## src/rtl/fetch_pc_reg_pkg.sv

```systemverilog
// Shared types for the fetch PC register: state encoding, word type and reset vector.
package fetch_pc_reg_pkg;

  typedef enum logic [1:0] {
    REQ  = 2'd0,
    WAIT = 2'd1,
    HOLD = 2'd2
  } fetch_state_t;

  typedef logic [31:0] word_t;

  localparam word_t RESET_PC = 32'hbfc0_0000;

endpackage

```

## src/rtl/fetch_pc_reg.sv

```systemverilog
// Fetch-stage PC register and single-outstanding I-side request engine.
// Optional misaligned-fetch trap is enabled by defining FETCH_ALIGN_CHECK_EN.
module fetch_pc_reg #(
  parameter int          PC_W     = 32,
  parameter logic [PC_W-1:0] RESET_PC = fetch_pc_reg_pkg::RESET_PC
) (
  input  logic            clk,
  input  logic            reset,
  input  logic [PC_W-1:0] pc_new,
  input  logic            redirect,
  input  logic            stall,
  output logic [PC_W-1:0] pc_cur,
  output logic            imem_req,
  output logic [PC_W-1:0] imem_addr,
  input  logic            imem_addr_ok,
  input  logic            imem_data_ok,
  input  logic [31:0]     imem_rdata,
  output logic            f_valid,
  output logic [PC_W-1:0] f_pc,
  output logic [31:0]     f_instr,
  output logic            f_adel
);

  import fetch_pc_reg_pkg::*;

  fetch_state_t    state, state_nx;
  logic [PC_W-1:0] pc_nx;
  logic [PC_W-1:0] pend_pc, pend_pc_nx;
  logic            pend_v, pend_v_nx;
  logic            discard, discard_nx;
  logic [PC_W-1:0] f_pc_q, f_pc_nx;
  logic [31:0]     f_instr_q, f_instr_nx;
  logic            req, valid;
`ifdef FETCH_ALIGN_CHECK_EN
  logic            adel_q, adel_nx;
`endif

  always_comb begin
    state_nx   = state;
    pc_nx      = pc_cur;
    pend_pc_nx = pend_pc;
    pend_v_nx  = pend_v;
    discard_nx = discard;
    f_pc_nx    = f_pc_q;
    f_instr_nx = f_instr_q;
    req        = 1'b0;
    valid      = 1'b0;
`ifdef FETCH_ALIGN_CHECK_EN
    adel_nx    = adel_q;
`endif
    case (state)
      REQ: begin
`ifdef FETCH_ALIGN_CHECK_EN
        // A misaligned PC never reaches the bus; it is delivered as an address error.
        if (pc_cur[1:0] != 2'b00) begin
          if (redirect) begin
            pc_nx = pc_new;
          end else begin
            state_nx   = HOLD;
            f_pc_nx    = pc_cur;
            f_instr_nx = 32'h0;
            adel_nx    = 1'b1;
          end
        end else
`endif
        begin
          req = 1'b1;
          if (imem_addr_ok) begin
            state_nx = WAIT;
            if (redirect) begin
              pend_pc_nx = pc_new;
              pend_v_nx  = 1'b1;
              discard_nx = 1'b1;
            end
          end else if (redirect) begin
            pc_nx = pc_new;
          end
        end
      end
      WAIT: begin
        if (imem_data_ok) begin
          if (discard || redirect) begin
            state_nx   = REQ;
            discard_nx = 1'b0;
            pend_v_nx  = 1'b0;
            pc_nx      = redirect ? pc_new : (pend_v ? pend_pc : pc_cur);
          end else begin
            state_nx   = HOLD;
            f_pc_nx    = pc_cur;
            f_instr_nx = imem_rdata;
`ifdef FETCH_ALIGN_CHECK_EN
            adel_nx    = 1'b0;
`endif
          end
        end else if (redirect) begin
          pend_pc_nx = pc_new;
          pend_v_nx  = 1'b1;
          discard_nx = 1'b1;
        end
      end
      HOLD: begin
        valid = 1'b1;
        if (redirect || !stall) begin
          pc_nx    = pc_new;
          state_nx = REQ;
        end
      end
      default: state_nx = REQ;
    endcase
  end

  always_ff @(posedge clk) begin
    if (reset) begin
      state     <= REQ;
      pc_cur    <= RESET_PC;
      pend_pc   <= '0;
      pend_v    <= 1'b0;
      discard   <= 1'b0;
      f_pc_q    <= '0;
      f_instr_q <= '0;
`ifdef FETCH_ALIGN_CHECK_EN
      adel_q    <= 1'b0;
`endif
    end else begin
      state     <= state_nx;
      pc_cur    <= pc_nx;
      pend_pc   <= pend_pc_nx;
      pend_v    <= pend_v_nx;
      discard   <= discard_nx;
      f_pc_q    <= f_pc_nx;
      f_instr_q <= f_instr_nx;
`ifdef FETCH_ALIGN_CHECK_EN
      adel_q    <= adel_nx;
`endif
    end
  end

  // Outputs are forced quiet for the whole time reset is held, not just after its first edge.
  assign imem_req  = req & ~reset;
  assign imem_addr = pc_cur;
  assign f_valid   = valid & ~reset;
  assign f_pc      = reset ? '0 : f_pc_q;
  assign f_instr   = reset ? 32'h0 : f_instr_q;
`ifdef FETCH_ALIGN_CHECK_EN
  assign f_adel    = adel_q & valid & ~reset;
`else
  assign f_adel    = 1'b0;
`endif

endmodule

```

## config.mk

```make
export PLATFORM = sky130hd
export DESIGN_NAME = fetch_pc_reg
export DESIGN_NICKNAME = d
export VERILOG_FILES = /design/src/rtl/fetch_pc_reg_pkg.sv /design/src/rtl/fetch_pc_reg.sv
export SDC_FILE = /design/constraint.sdc
export NUM_CORES = 1
export LEC_CHECK = 0
export ABC_AREA = 1
export BUFFER_PORTS_ARGS = -buffer_cell sky130_fd_sc_hd__buf_2
export CORE_MARGIN = 4
export CORE_UTILIZATION = 40
export DETAILED_ROUTE_END_ITERATION = 10
export PLACE_DENSITY = 0.74
export SLEW_MARGIN = 10
export SYNTH_ARGS = -nofsm -noshare
export SYNTH_HDL_FRONTEND = slang
export SYNTH_SLANG_ARGS = --single-unit
```

## constraint.sdc

```tcl
create_clock -name clk -period 1.6 [get_ports clk]
set_input_delay 0.32 -clock clk [delete_from_list [all_inputs] [get_ports clk]]
set_output_delay 0.32 -clock clk [all_outputs]
set_load 0.05 [all_outputs]
```

==> results of run 1 <==
[what timing repair did]
item | in CTS | in global routing
buffers inserted | 0 | 1
pin swaps | 0 | 0
hold buffers | 0 | 0
gates resized for setup | 7 | 5
gates cloned | 0 | 0
endpoints found under the setup margin | 2 | 3
[metrics by stage]
step           std cells  area (um2)
2_1_floorplan        898        6160
3_3_place_gp        1209        7110
3_5_place_dp        1209        7110
4_1_cts             1241        7780
5_1_grt             1242        7800
6_report            1242        7800
[per-layer routing]
metal / vias up / track usage [%] / wire (um)
li1: 3082 / - / -
met5: - / 0 / 0
met1: 2558 / 25.8 / 7590
met2: 159 / 26.7 / 7110
met3: 18 / 4.32 / 880
met4: 0 / 7.00 / 241
[power groups by stage]
stage	combinational [W]	clock [W]	sequential [W]
finish	0.00196	0.00417	0.00369
global route	0.00214	0.00444	0.00372
CTS	0.00196	0.00427	0.00369
detailed placement	0.00195	0	0.00376
global placement	0.00193	0	0.00375
floorplan	0.00131	0	0.00399
[cells in the final DEF, fill, tap and decap left out, types with 3 or more instances in the layout]
master	synthesis	layout
buf_2	21	196
inv_1	102	100
nand3_1	10	10
inv_2	2	3
dfxtp_1	132	130
nor2_2	0	15
clkbuf_16	0	17
nor2_1	205	189
buf_6	8	3
bufinv_16	0	4
clkinv_2	0	3
o21ai_0	140	140
buf_4	38	13
a21oi_1	90	90
clkbuf_8	0	5
o21ai_1	7	7
nand2_1	105	105
buf_12	0	10
[kinds of logic after synthesis]
family,Yosys count,synth area share (%)
compound gates,240,19.9
other cells,1,0.0614
flops,132,43.3
buf+inv,199,16.0
simple gates,326,20.8
[worst register-to-register path, stage by stage (launching register included)]
cell and delay [ns]:
dfxtp_4 0.41, nor2_1 0.06, buf_4 0.15, a21oi_4 0.24, nor2_4 0.08, buf_12 0.18
nand2_1 0.10, nand2_1 0.05, nor2_1 0.09
[registers in the layout, summed over array words and instances, names as in the netlist]
signal     cells
state          2
discard        1
pend_v         1
pend_pc       32
imem_addr     32
f_instr_q     32
f_pc_q        32
[final cells by class]
type,count,area (um2),area share [%]
clock buffers,24,502,6.43
clock inverters,8,145,1.86
inverters,104,392,5.02
multi-input cells,567,2570,32.9
flip-flops and latches,132,2650,33.9
well taps,184,230,2.95
repair buffers,223,1320,16.9
[path summary, 6_finish.rpt]
check | slack, ns | start | end
max reg2reg | 0.18 | state[1] | imem_addr[4]
min | 0.18 | imem_rdata[5] | f_instr_q[5]
max | 0.05 | state[0] | f_valid
min reg2reg | 0.45 | f_pc_q[30] | f_pc_q[30]
==> results.md, run 1 <==
* CP Launch Type: register
* # diodes at 0
* Crit Path Class: register to primary output
* Max-cap viol count at 0
* Drt wl/cell at approximately 13 um
* Antenna viol nets, final at 0
* Total Neg Setup Slack at 0 ns
* Clk pin slew, worst setup/hold paths at ~0.060 ns
* Crit path required time at between 1 and 1.5 ns
* IO Port Bufs at between 150 and 200
* Largest net degree at the start of global routing at 65
* Post-route setup slack at approximately 0.054 ns
* Die span in y at 132 um
* Avg Synthesized Cell Area at between 6 and 7 um2
* Post-synth EDFFs at 0
* DIE WIDTH at 132 um
* Synth unique cells at 22
* Via count at slightly below 6000
* H-tree Lvls at 4
* Worst vdd ir at between 0.0007 and 0.0008 V
* Initial detailed-routing violation count at ~440
* Internal power at between 0.006 and 0.007 W
* Clk pwr share at 42.5%
* Critical path depth at 3
* Most frequent CP cell: buf_6
* Vias in the first global route at roughly 5200
* Mapped Nets at between 900 and 1000
* Die area at roughly 17000 um2
* Placement Setup Slack at between 0.08 and 0.09 ns
* Post-Route Hold Slack at roughly 0.18 ns
* Max-slew violations at 0
* Final setup viols at 0
* DRT Wirelength at roughly 16 mm
* Final Skew at between 0.006 and 0.007 ns
* Pwr Total at just under 0.01 W
* Crit-path cells: buf_6 > nor3_4 > buf_6
* Tmin final at around 1.5 ns
* Total CTS buffers at 17
* Synth Cell Area at between 6000 and 7000 um2
* CTS tree: done
* Slowest cell on crit path: dfxtp_2
* Switching Share at a little under a third
* Flop pwr share at between 30% and 40%
* CP peak stage delay at around 0.33 ns
* I/O pins at between 200 and 250
* Clock sinks at roughly 130
* Layout cell share with drive strength beyond 1 at 26.7%
* Via-per-instance ratio at around 4.7
* Clock Root Buffer: clkbuf_16
* Worst Hold Class: input port to register
* Hold Vio Cnt, Final at 0
* CP arrival at roughly 1.2 ns
* DRT Pass-1 Iters at 5
* Most used flip-flop cell after synthesis: dfxtp_1
* YS warnings at 0
* Finished Core Util at approximately 53%
* Run status: completed
* Reg2reg path depth at 8
* Overflow after GRT at 0
* Crit path buffers/inverters at 2
* Gr usage total at a little under a fifth
* Synth top area cells: dfxtp_1 43%, nor2_1 13%, o21ai_0 11%
* Hpwl dp at between 10 and 15 mm
* Worst setup EP type: primary output
* Pleak at between 3 and 4 nW
* Share of the synthesized area in the top cell type at 43.3%
* Hold depth at 3
* Fillcell total at 1470
* Synth Instances at between 800 and 900
* Unrepaired setup endpoints after global routing: true
* Count leader, synth: nor2_1
* Fin nets at between 1000 and 1500
* Synth-to-Final Area Change at 27.7%
* Async SR Flop Fraction at 0%
* First-pass GRT wire length at approximately 26 mm
* # DRC at 0
* Max clock buf depth at 2
* Post-synth top area cell: dfxtp_1
* Sw power at 0.00295 W
* Commonest cells post-synth: 205 x nor2_1, 140 x o21ai_0, 132 x dfxtp_1
* Routability cong. at around 0.81
* Initial antenna violation count at 0
* Sequential fraction of the synthesis area at between 40% and 50%
* Initial Util at slightly above 40%
* Max FO, Critical Path at 7
* Final period utilization at a little over nine tenths
* Yosys reg bits at 132
* Core area at between 10000 and 15000 um2
* Worst-Skew Late Latency at about 0.4 ns
* Combinational share of power at about a fifth
* Kind of cell adding the most delay to the critical path: flip-flops
* Fmax at between 600 and 700 MHz
* PD cells at about 1300 nW/um2
* Num rows at 44
Power figures use the tool's default switching activity.
==> inputs of run 2 (changes only) <==
Settings changed: ABC_AREA 1 to unset, GPL_TIMING_DRIVEN set to 0.
==> run 2 against run 1 <==
  * First-iteration DRC count shrank 68%
  * Final cell count shrank 9.1%
  * Worst setup slack lost 0.14 ns
  * The flow now finishes with violations (negative setup slack)
  * Clock skew grew 0.0094 ns
  * Via count shrank 6.4%
  * Critical path depth grew 5
==> results.md, run 2 <==
* Core area at 14800 um2 (unchanged)
* Fmax at 593 MHz (was 647 MHz)
* Total CTS buffers at 17 (unchanged)
* Crit Path Class: register to register (was register to primary output)
* Run status: complete, but fails checks (was completed)
* Synth-to-Final Area Change at 39.9% (was 27.7%)
* Critical path capture point: imem_addr[4] (was f_valid)
* Worst-Skew Late Latency at 0.43 ns (was 0.41 ns)
* Placed Instances at 1078 (was 1209)
* Worst r2r src: state[1] (unchanged)
* Slowest cell on crit path: dfxtp_2 (unchanged)
* CTS Hold Bufs at 0 (unchanged)
* YS warnings at 0 (unchanged)
* DIE WIDTH at 132 um (about the same)
* CP arrival at 2.00 ns (was 1.23 ns)
* Final instance area at 8540 um2 (was 7800 um2)
* Via-per-instance ratio at 4.82 (was 4.68)
* Synth Cell Area at 6100 um2 (was 6110 um2)
* Vias in the first global route at 5418 (was 5223)
* Pleak at 3.82 nW (was 3.70 nW)
* Unrepaired setup endpoints after global routing: true (unchanged)
* Setup slack on the worst flop-to-flop path at -0.09 ns (was 0.18 ns)
* PD cells at 1100 nW/um2 (was 1260 nW/um2)
* # diodes at 0 (unchanged)
* Worst setup EP type: register (was primary output)
* Initial antenna violation count at 0 (unchanged)
* Final Skew at 0.0158 ns (was 0.00640 ns)
* H-tree Lvls at 4 (unchanged)
* Fin nets at 1002 (was 1115)
* Antenna viol nets, final at 0 (unchanged)
* I/O pins at 201 (unchanged)
* Synth Instances at 697 (was 898)
* Synth unique cells at 29 (was 22)
* Most used flip-flop cell after synthesis: dfxtp_1 (unchanged)
* Finished Core Util at 57.9% (was 52.9%)
* Die span in y at 132 um (about the same)
* DRT Wirelength at 17.4 mm (was 15.8 mm)
* Hpwl dp at 12.1 mm (was 11.1 mm)
* Fillcell total at 1394 (was 1470)
* Worst vdd ir at 0.000911 V (was 0.000729 V)
* DRT Pass-1 Iters at 5 (unchanged)
* Reg-to-reg critical path endpoint: imem_addr[4] (unchanged)
* Clock Root Buffer: clkbuf_16 (unchanged)
* Share of the synthesized area in the top cell type at 43.3% (about the same)
* Total Neg Setup Slack at -1.05 ns (was 0 ns)
* Failing checks: negative setup slack
* Post-synth top area cell: dfxtp_1 (unchanged)
* Commonest cells post-synth: 132 x dfxtp_1, 128 x nand2_1, 96 x nor2b_1 (was 205 x nor2_1, 140 x o21ai_0, 132 x dfxtp_1)
* Commonest cells after routing, fill and taps aside: 189 x buf_2, 129 x dfxtp_1, 125 x nand2_1, 92 x nor2b_1, 71 x nor2_1 (was 196 x buf_2, 189 x nor2_1, 140 x o21ai_0, 130 x dfxtp_1, 105 x nand2_1)
* Largest net degree at the start of global routing at 17 (was 65)
* CP Launch Type: register (unchanged)
* Clk pin slew, worst setup/hold paths at 0.06 ns (about the same)
* Num rows at 44 (unchanged)
* CP peak stage delay at 0.32 ns (was 0.33 ns)
* Max-slew violations at 0 (unchanged)
* Actual slew at the worst max-slew pin at about 0.70 ns
* Post-synth EDFFs at 0 (unchanged)
* Async SR Flop Fraction at 0% (unchanged)
* Layout cell share with drive strength beyond 1 at 40.6% (was 26.7%)
* Initial Util at 41.4% (about the same)
* Routability cong. at 0.828 (was 0.815)
* First-pass GRT wire length at 27.6 mm (was 26.3 mm)
* Placed instance area at 7340 um2 (was 7110 um2)
* Hold Vio Cnt, Final at 0 (unchanged)
* Count leader, synth: dfxtp_1 (was nor2_1)
* Crit path required time at 1.92 ns (was 1.28 ns)
* Final setup viols at 20 (was 0)
* Crit-path cells: buf_6 > nor3b_4 > buf_6 > buf_12 > buf_12 > mux2i_1 > nor2_1 > mux2_4 (was buf_6 > nor3_4 > buf_6)
* Avg Synthesized Cell Area at 8.75 um2 (was 6.80 um2)
* Final cell count without fillers at 1129 (was 1242)
* Max clock buf depth at 2 (unchanged)
* Reg2reg path depth at 8 (unchanged)
* Synth top area cells: dfxtp_1 43%, mux2i_1 10%, nor2b_1 9.8% (was dfxtp_1 43%, nor2_1 13%, o21ai_0 11%)
* Die area at 17300 um2 (about the same)
* Via count at 5447 (was 5817)
* Final period utilization at 105% (was 96.6%)
* Max FO, Critical Path at 8 (was 7)
* IO Port Bufs at 197 (was 199)
* Worst Hold Class: input port to register (unchanged)
* # DRC at 0 (unchanged)
* Overflow after GRT at 0 (unchanged)
* Clock sinks at 132 (unchanged)
* Drt wl/cell at 15.4 um (was 12.7 um)
* Max_slew headroom at a little over half
* Initial detailed-routing violation count at 138 (was 438)
* CTS tree: done (unchanged)
* Post-Route Hold Slack at 0.122 ns (was 0.182 ns)
* Most common cell after layout, fill and taps aside: buf_2 (unchanged)
* CP startpoint: state[1] (was state[0])
* Post-route setup slack at -0.0862 ns (was 0.0539 ns)
* Yosys reg bits at 132 (unchanged)
* Gr usage total at 19.9% (was 18.2%)
* Mapped Nets at 767 (was 968)
* Tmin final at 1.69 ns (was 1.55 ns)
* Max-cap viol count at 0 (unchanged)
* Sequential fraction of the synthesis area at 43.3% (about the same)
run 2: cell count changes in the layout (fill, tap and decap cells not counted), moves of 17 or more:
cell,delta
a21oi_1,-41
a21oi_2,+17
buf_4,+41
buf_6,+18
inv_1,-99
mux2i_1,+59
nand2_1,+20
nor2_1,-118
nor2b_1,+92
o21ai_0,-140
run 2: kinds of logic after synthesis:
| group | after synthesis | share of synthesized area, % |
|---|---|---|
| buffers and inverters | 86 | 9.58 |
| AOI/OAI and AO/OA | 82 | 8.51 |
| other | 1 | 0.0615 |
| and+or+nand+nor | 309 | 23.8 |
| DFF | 132 | 43.3 |
| muxes | 87 | 14.7 |
run 2: per-stage QoR:
step,setup WS [ns],total power [W]
finish,-0.0862,0.00941
global route,-0.149,0.00977
CTS,-0.0985,0.00941
detailed placement,-0.401,0.00499
global placement,-0.437,0.00496
floorplan,-0.140,0.00461
run 2: layout make-up:
| class | count | area (um2) | share of cell area, % |
|---|---|---|---|
| tap | 184 | 230 | 2.70 |
| sequential | 132 | 2650 | 31.0 |
| clock buffer | 19 | 453 | 5.30 |
| timing repair buffer | 217 | 1290 | 15.1 |
| inverter | 2 | 10.0 | 0.117 |
| buffer | 83 | 672 | 7.87 |
| multi-input combinational | 479 | 3030 | 35.5 |
| clock inverter | 13 | 204 | 2.39 |
run 2: power breakdown:
group          internal, W  leakage (nW)  switching, W
clock              0.00284         0.311       0.00147
combinational     0.000609          2.43      0.000963
sequential         0.00342          1.07      0.000102
run 2: how the worst min path moves through the flow:
stage	from	to	cells past startpoint	slack [ns]
after floorplan	f_instr_q[31]	f_instr_q[31]	2	0.43
after global placement	f_pc_q[4]	f_pc_q[4]	2	0.44
after detailed placement	f_pc_q[2]	f_pc_q[2]	2	0.44
after CTS	imem_rdata[10]	f_instr_q[10]	3	0.12
after global routing	imem_rdata[4]	f_instr_q[4]	3	0.12
final	imem_rdata[10]	f_instr_q[10]	3	0.12
run 2: timing repair:
item                                    in CTS  in global routing
endpoints found under the setup margin     191                146
endpoints found under the hold margin        0                  0
buffers inserted                            12                  3
resized for setup                           52                 48
gates cloned                                 4                  2
pin swaps                                    4                  4
run 2: per-layer routing:
metal  up-vias  GRT usage [%]  share of wire, %
li1       2711              -                 -
met1      2531           24.5                44
met2       190           33.2                48
met3        15           6.84               7.4
met4         0           5.66              0.94
met5         -              0                 0
run 2: worst max-delay path, delay by kind of cell, from the launching register on:
family        cells  cell delay (ns)
flops             1             0.32
buf+inv           4             0.54
simple gates      2             0.24
mux               2             0.46
